`src/rtl/asu_riscv_mult_issue.sv`:
```
// Issue/sequencing stage in front of the M-extension multiplier: accepts MUL* requests,
// holds operands for the multi-cycle high-word ops and returns the 32-bit result to writeback.
module asu_riscv_mult_issue #(
  parameter int DATA_W     = 32,
  parameter int RD_W       = 5,
  parameter int HI_LATENCY = 2
) (
  input  logic              clk,
  input  logic              rst,
  input  logic              flush_i,
  input  logic              req_valid_i,
  output logic              req_ready_o,
  input  logic [2:0]        req_funct3_i,
  input  logic [RD_W-1:0]   req_rd_i,
  input  logic [DATA_W-1:0] req_op_a_i,
  input  logic [DATA_W-1:0] req_op_b_i,
  output logic [1:0]        mul_operator_o,
  output logic [1:0]        mul_signed_mode_o,
  output logic [DATA_W-1:0] mul_op_a_o,
  output logic [DATA_W-1:0] mul_op_b_o,
  input  logic [DATA_W-1:0] mul_result_i,
  output logic              rsp_valid_o,
  input  logic              rsp_ready_i,
  output logic [RD_W-1:0]   rsp_rd_o,
  output logic [DATA_W-1:0] rsp_data_o,
  output logic              rsp_err_o,
  output logic              busy_o
);

  localparam int CNT_W = $clog2(HI_LATENCY) + 1;

  localparam logic [1:0] S_IDLE  = 2'd0;
  localparam logic [1:0] S_HI    = 2'd1;
  localparam logic [1:0] S_DRAIN = 2'd2;
  localparam logic [1:0] S_RESP  = 2'd3;

  logic [1:0]        state_reg, state_next;
  logic [CNT_W-1:0]  cnt_reg, cnt_next;
  logic [DATA_W-1:0] op_a_reg, op_a_next;
  logic [DATA_W-1:0] op_b_reg, op_b_next;
  logic [RD_W-1:0]   rd_reg, rd_next;
  logic [1:0]        op_reg, op_next;
  logic [DATA_W-1:0] rsp_data_reg, rsp_data_next;
  logic [RD_W-1:0]   rsp_rd_reg, rsp_rd_next;
  logic              rsp_err_reg, rsp_err_next;

  logic       accept;
  logic [1:0] req_op;
  logic       req_is_hi;
  logic       cnt_is_one;

  // bit0 = op_a signed, bit1 = op_b signed
  function automatic logic [1:0] mode_of(input logic [1:0] op);
    case (op)
      2'b01:   mode_of = 2'b11;
      2'b10:   mode_of = 2'b01;
      default: mode_of = 2'b00;
    endcase
  endfunction

  assign req_ready_o = !flush_i && ((state_reg == S_IDLE) ||
                                    ((state_reg == S_RESP) && rsp_ready_i));
  assign accept      = req_valid_i && req_ready_o;
  // Unsupported funct3 drives the multiplier as a plain MUL so it never leaves its base state
  assign req_op      = req_funct3_i[2] ? 2'b00 : req_funct3_i[1:0];
  assign req_is_hi   = (req_op != 2'b00);
  assign cnt_is_one  = (cnt_reg == CNT_W'(1));

  assign mul_operator_o    = accept ? req_op :
                             ((state_reg == S_HI) || (state_reg == S_DRAIN)) ? op_reg : 2'b00;
  assign mul_signed_mode_o = mode_of(accept ? req_op : op_reg);
  assign mul_op_a_o        = accept ? req_op_a_i : op_a_reg;
  assign mul_op_b_o        = accept ? req_op_b_i : op_b_reg;

  assign rsp_valid_o = (state_reg == S_RESP);
  assign rsp_rd_o    = rsp_rd_reg;
  assign rsp_data_o  = rsp_data_reg;
  assign rsp_err_o   = rsp_err_reg;
  assign busy_o      = (state_reg != S_IDLE);

  always_comb begin
    state_next    = state_reg;
    cnt_next      = cnt_reg;
    op_a_next     = op_a_reg;
    op_b_next     = op_b_reg;
    rd_next       = rd_reg;
    op_next       = op_reg;
    rsp_data_next = rsp_data_reg;
    rsp_rd_next   = rsp_rd_reg;
    rsp_err_next  = rsp_err_reg;

    case (state_reg)
      S_HI: begin
        if (cnt_is_one) begin
          if (flush_i) begin
            state_next = S_IDLE;
          end else begin
            state_next    = S_RESP;
            rsp_data_next = mul_result_i;
            rsp_rd_next   = rd_reg;
            rsp_err_next  = 1'b0;
          end
        end else begin
          cnt_next = cnt_reg - CNT_W'(1);
          if (flush_i) state_next = S_DRAIN;
        end
      end
      // Operator keeps being driven until the multiplier's pipeline empties
      S_DRAIN: begin
        if (cnt_is_one) state_next = S_IDLE;
        else            cnt_next   = cnt_reg - CNT_W'(1);
      end
      S_RESP: begin
        if (flush_i || rsp_ready_i) state_next = S_IDLE;
      end
      default: ;
    endcase

    // Accept is only possible from IDLE or a completing RESP, so it overrides the above
    if (accept) begin
      op_a_next = req_op_a_i;
      op_b_next = req_op_b_i;
      rd_next   = req_rd_i;
      op_next   = req_op;
      if (req_is_hi) begin
        state_next = S_HI;
        cnt_next   = CNT_W'(HI_LATENCY - 1);
      end else begin
        state_next    = S_RESP;
        rsp_data_next = req_funct3_i[2] ? '0 : mul_result_i;
        rsp_rd_next   = req_rd_i;
        rsp_err_next  = req_funct3_i[2];
      end
    end
  end

  always_ff @(posedge clk or posedge rst) begin
    if (rst) begin
      state_reg    <= S_IDLE;
      cnt_reg      <= '0;
      op_a_reg     <= '0;
      op_b_reg     <= '0;
      rd_reg       <= '0;
      op_reg       <= 2'b00;
      rsp_data_reg <= '0;
      rsp_rd_reg   <= '0;
      rsp_err_reg  <= 1'b0;
    end else begin
      state_reg    <= state_next;
      cnt_reg      <= cnt_next;
      op_a_reg     <= op_a_next;
      op_b_reg     <= op_b_next;
      rd_reg       <= rd_next;
      op_reg       <= op_next;
      rsp_data_reg <= rsp_data_next;
      rsp_rd_reg   <= rsp_rd_next;
      rsp_err_reg  <= rsp_err_next;
    end
  end

endmodule

```
`config.mk`:
```
export PLATFORM = sky130hd
export DESIGN_NAME = asu_riscv_mult_issue
export DESIGN_NICKNAME = d
export VERILOG_FILES = /design/src/rtl/asu_riscv_mult_issue.sv
export SDC_FILE = /design/constraint.sdc
export NUM_CORES = 1
export LEC_CHECK = 0
export ABC_AREA = 1
export BUFFER_PORTS_ARGS = -buffer_cell sky130_fd_sc_hd__buf_2
export CAP_MARGIN = 25
export CELL_PAD_IN_SITES_DETAIL_PLACEMENT = 0
export CELL_PAD_IN_SITES_GLOBAL_PLACEMENT = 2
export CORE_UTILIZATION = 26
export DETAILED_ROUTE_END_ITERATION = 10
export PLACE_DENSITY_LB_ADDON = 0.2
export SYNTH_ARGS = -nofsm -noshare
export SYNTH_HDL_FRONTEND = slang
export SYNTH_SLANG_ARGS = --single-unit
```
`constraint.sdc`:
```
create_clock -name clk -period 3.8 [get_ports clk]
set_clock_uncertainty 0.2 [all_clocks]
set_input_delay 0.19 -clock clk [delete_from_list [all_inputs] [get_ports clk]]
set_output_delay 0.19 -clock clk [all_outputs]
set_load 0.02 [all_outputs]
```
==> flow_summary.yaml <==
die:
  die_width_um: 142
  die_h_um: 142
  die-area_mm2: 0.0201
  start_util_pct: 26.8
  io-pin-count: 218
  core_area_mm2: 0.0190
  fp-row-count: 50
timing:
  finalHoldViolCount: 0
  setup_violations: 0
  slew_viol_final: 0
  period_share_pct: 83.4
  min_period_ns: 3.17
  rsz0062_at_grt: "no"
  worst_pin_slew_ns: 0.712
  slew_headroom_pct: 52.5
  setup_tns_ns: 0
  fmax_mhz: 316
setup_path:
  cp_top_family: "buffers and inverters"
  criticalPathCategory: "register to output port"
  path_buf_inv: 6
  cpMostUsedCell: "inv_1"
  critPathSlowestCell: "buf_4"
  path_cells: "inv_1, ha_1, inv_1, nand2_1, nand3_2, buf_4, nand2_1, nand2_1, inv_1, ha_1, inv_1, buf_2"
  start_kind: "register"
  path_max_fanout: 70
  critPathCaptureType: "output port"
  cpPeakStageDelay_ns: 0.60
  crit_required_ns: 3.41
  arrival_ns: 2.78
cts:
  clockBufferDepth: 2
  cts_max_level: 4
  cts_buffers: 17
  clock-sinks: 113
  clock_latency_ns: 0.41
  cts_root_buffer: "clkbuf_16"
  clkTransAtPathRegs_ns: 0.06
  cts_tree: "built"
  postCtsSetupRepairBufs: 0
detailed_routing:
  wl_per_cell_um: 12.3
  num_vias: 5071
  antenna_left: 0
  drc: 0
  firstDrtPassIters: 4
  wirelength_um: 15100
  drtIter0Drc: 190
  viasPerCell: 4.13
power_and_ir_drop:
  clkPwrFrac_pct: 25.3
  p_per_area_mw_per_mm2: 806
  p_switching_mw: 2.63
  total_power_mw: 6.47
  p_sw_share_pct: 40.7
  pwr-share-comb_pct: 43.2
  p_leak_nw: 4.47
  ir_drop_mv: 0.341
  p_seq_share_pct: 31.4
  internal-power_mw: 3.84
global_routing:
  grt_pass1_wl_um: 24900
  grt_pass1_vias: 5206
  grt_max_degree: 75
  gr-total-overflow: 0
  grt_util_all_layers_pct: 15.7
  antenna_found_initial: 0
placement:
  hpwl_um: 9670
  place_inst: 1091
  gp_congestion: 0.784
  numPortBuffers: 217
flow_run:
  drv_cap: 0
synthesis:
  avgSynthCellArea_um2: 7.92
  netlist_instances: 642
  syn_area_mm2: 0.00508
  ys_warn_count: 0
  ys_seq_area_share_pct: 55.6
  synth_seq_cells: 113
  syn_nets: 758
  synth.distinct_cells: 15
layout:
  stdcell_count: 1228
  drive_above_1_share_pct: 26.9
  final_cell_mix: "nand2_1, buf_2, dfrtp_1"
  final_common_cell: "nand2_1"
  layout.area.seq_mm2: 0.00283
  area_delta_synth_final_pct: 57.9
  nets: 1072
  fillers: 1977
  multi_input_area_mm2: 0.00183
  antenna_cells: 0
run_status:
  outcome: "finished clean"
min_path:
  hold_path_class: "input pin to register"
==> cell families (layout without fill, tap and decap cells) <==
logic type	Yosys count	after routing	share of synthesized area [%]
and+or+nand+nor	342	342	25.8
buffers and inverters	94	420	8.27
AOI/OAI and AO/OA	86	86	8.52
DFF	113	113	55.6
adders and majority gates	7	7	1.72
==> routing by layer <==
| layer | wire (µm) | track usage [%] |
|---|---|---|
| met1 | 6580 | 18.5 |
| met2 | 6980 | 25.6 |
| met3 | 1240 | 5.77 |
| met4 | 258 | 6.79 |
| met5 | 0 | 0 |
==> final cells by class <==
class,count,share of cell area [%]
Clock buffer,21,5.86
Clock inverter,10,1.67
Inverter,60,2.84
Multi-Input combinational cell,435,22.9
Sequential cell,113,35.2
Tap cell,260,4.05
Timing Repair Buffer,329,27.5
==> worst register-to-register path: stages, from the launching register on <==
cell	delay (ns)
dfrtp_1	0.41
inv_1	0.09
ha_1	0.16
inv_1	0.05
nand2_1	0.07
nand3_2	0.20
inv_2	0.43
buf_4	0.51
nand2_1	0.14
nand2_1	0.10
==> synth_stat cells <==
| library cell | instances | share of area (%) |
|---|---|---|
| o211ai_1 | 1 | 0.15 |
| inv_1 | 57 | 4.2 |
| nand3_1 | 9 | 0.89 |
| dfrtp_1 | 113 | 56 |
| inv_2 | 3 | 0.22 |
| ha_1 | 7 | 1.7 |
| nand2_1 | 330 | 24 |
| clkbuf_1 | 17 | 1.3 |
| o21ai_0 | 72 | 7.1 |
| buf_6 | 7 | 1.6 |
| a21oi_1 | 1 | 0.098 |
| nand3_2 | 3 | 0.59 |
| buf_2 | 9 | 0.89 |
| o21ai_1 | 12 | 1.2 |
| buf_4 | 1 | 0.15 |
==> power by group through the flow <==
stage                     sequential [mW]  clock, mW  combinational, mW
after floorplan                      2.27          0               1.58
after global placement               2.03          0               2.71
after detailed placement             2.05          0               2.72
after CTS                            2.04       1.69               2.83
after global routing                 2.10       1.75               3.12
final                                2.03       1.64               2.80
==> path summary, 6_finish.rpt <==
kind	from	endpoint	slack, ns	cells past startpoint
setup / recovery	state_reg[0]	mul_signed_mode_o[0]	0.63	12
hold / removal	req_valid_i	rd_reg[2]	0.05	3
setup reg to reg	state_reg[0]	op_a_reg[14]	1.37	9
hold reg to reg	op_b_reg[8]	op_b_reg[8]	0.27	2
max in group asynchronous	rst	op_b_reg[9]	2.34	4
min in group asynchronous	rst	op_b_reg[4]	0.22	3
==> repair_timing <==
action / CTS / global route
gates resized for setup: 0 / 0
hold buffers: 106 / 0
endpoints found under the hold margin: 160 / 0
==> per-stage QoR <==
step	hold slack (ns)	utilization [%]	cell area (µm²)	setup WS [ns]
detailed placement	0.155	33.5	6360	1.02
CTS	0.0240	42.3	8020	0.562
global placement	0.153	33.5	6360	1.03
floorplan	0.107	-	5080	0.423
global route	0.0762	42.3	8020	0.329
finish	0.0457	42.3	8020	0.631
Note: power is estimated with default switching activity, not from simulation.
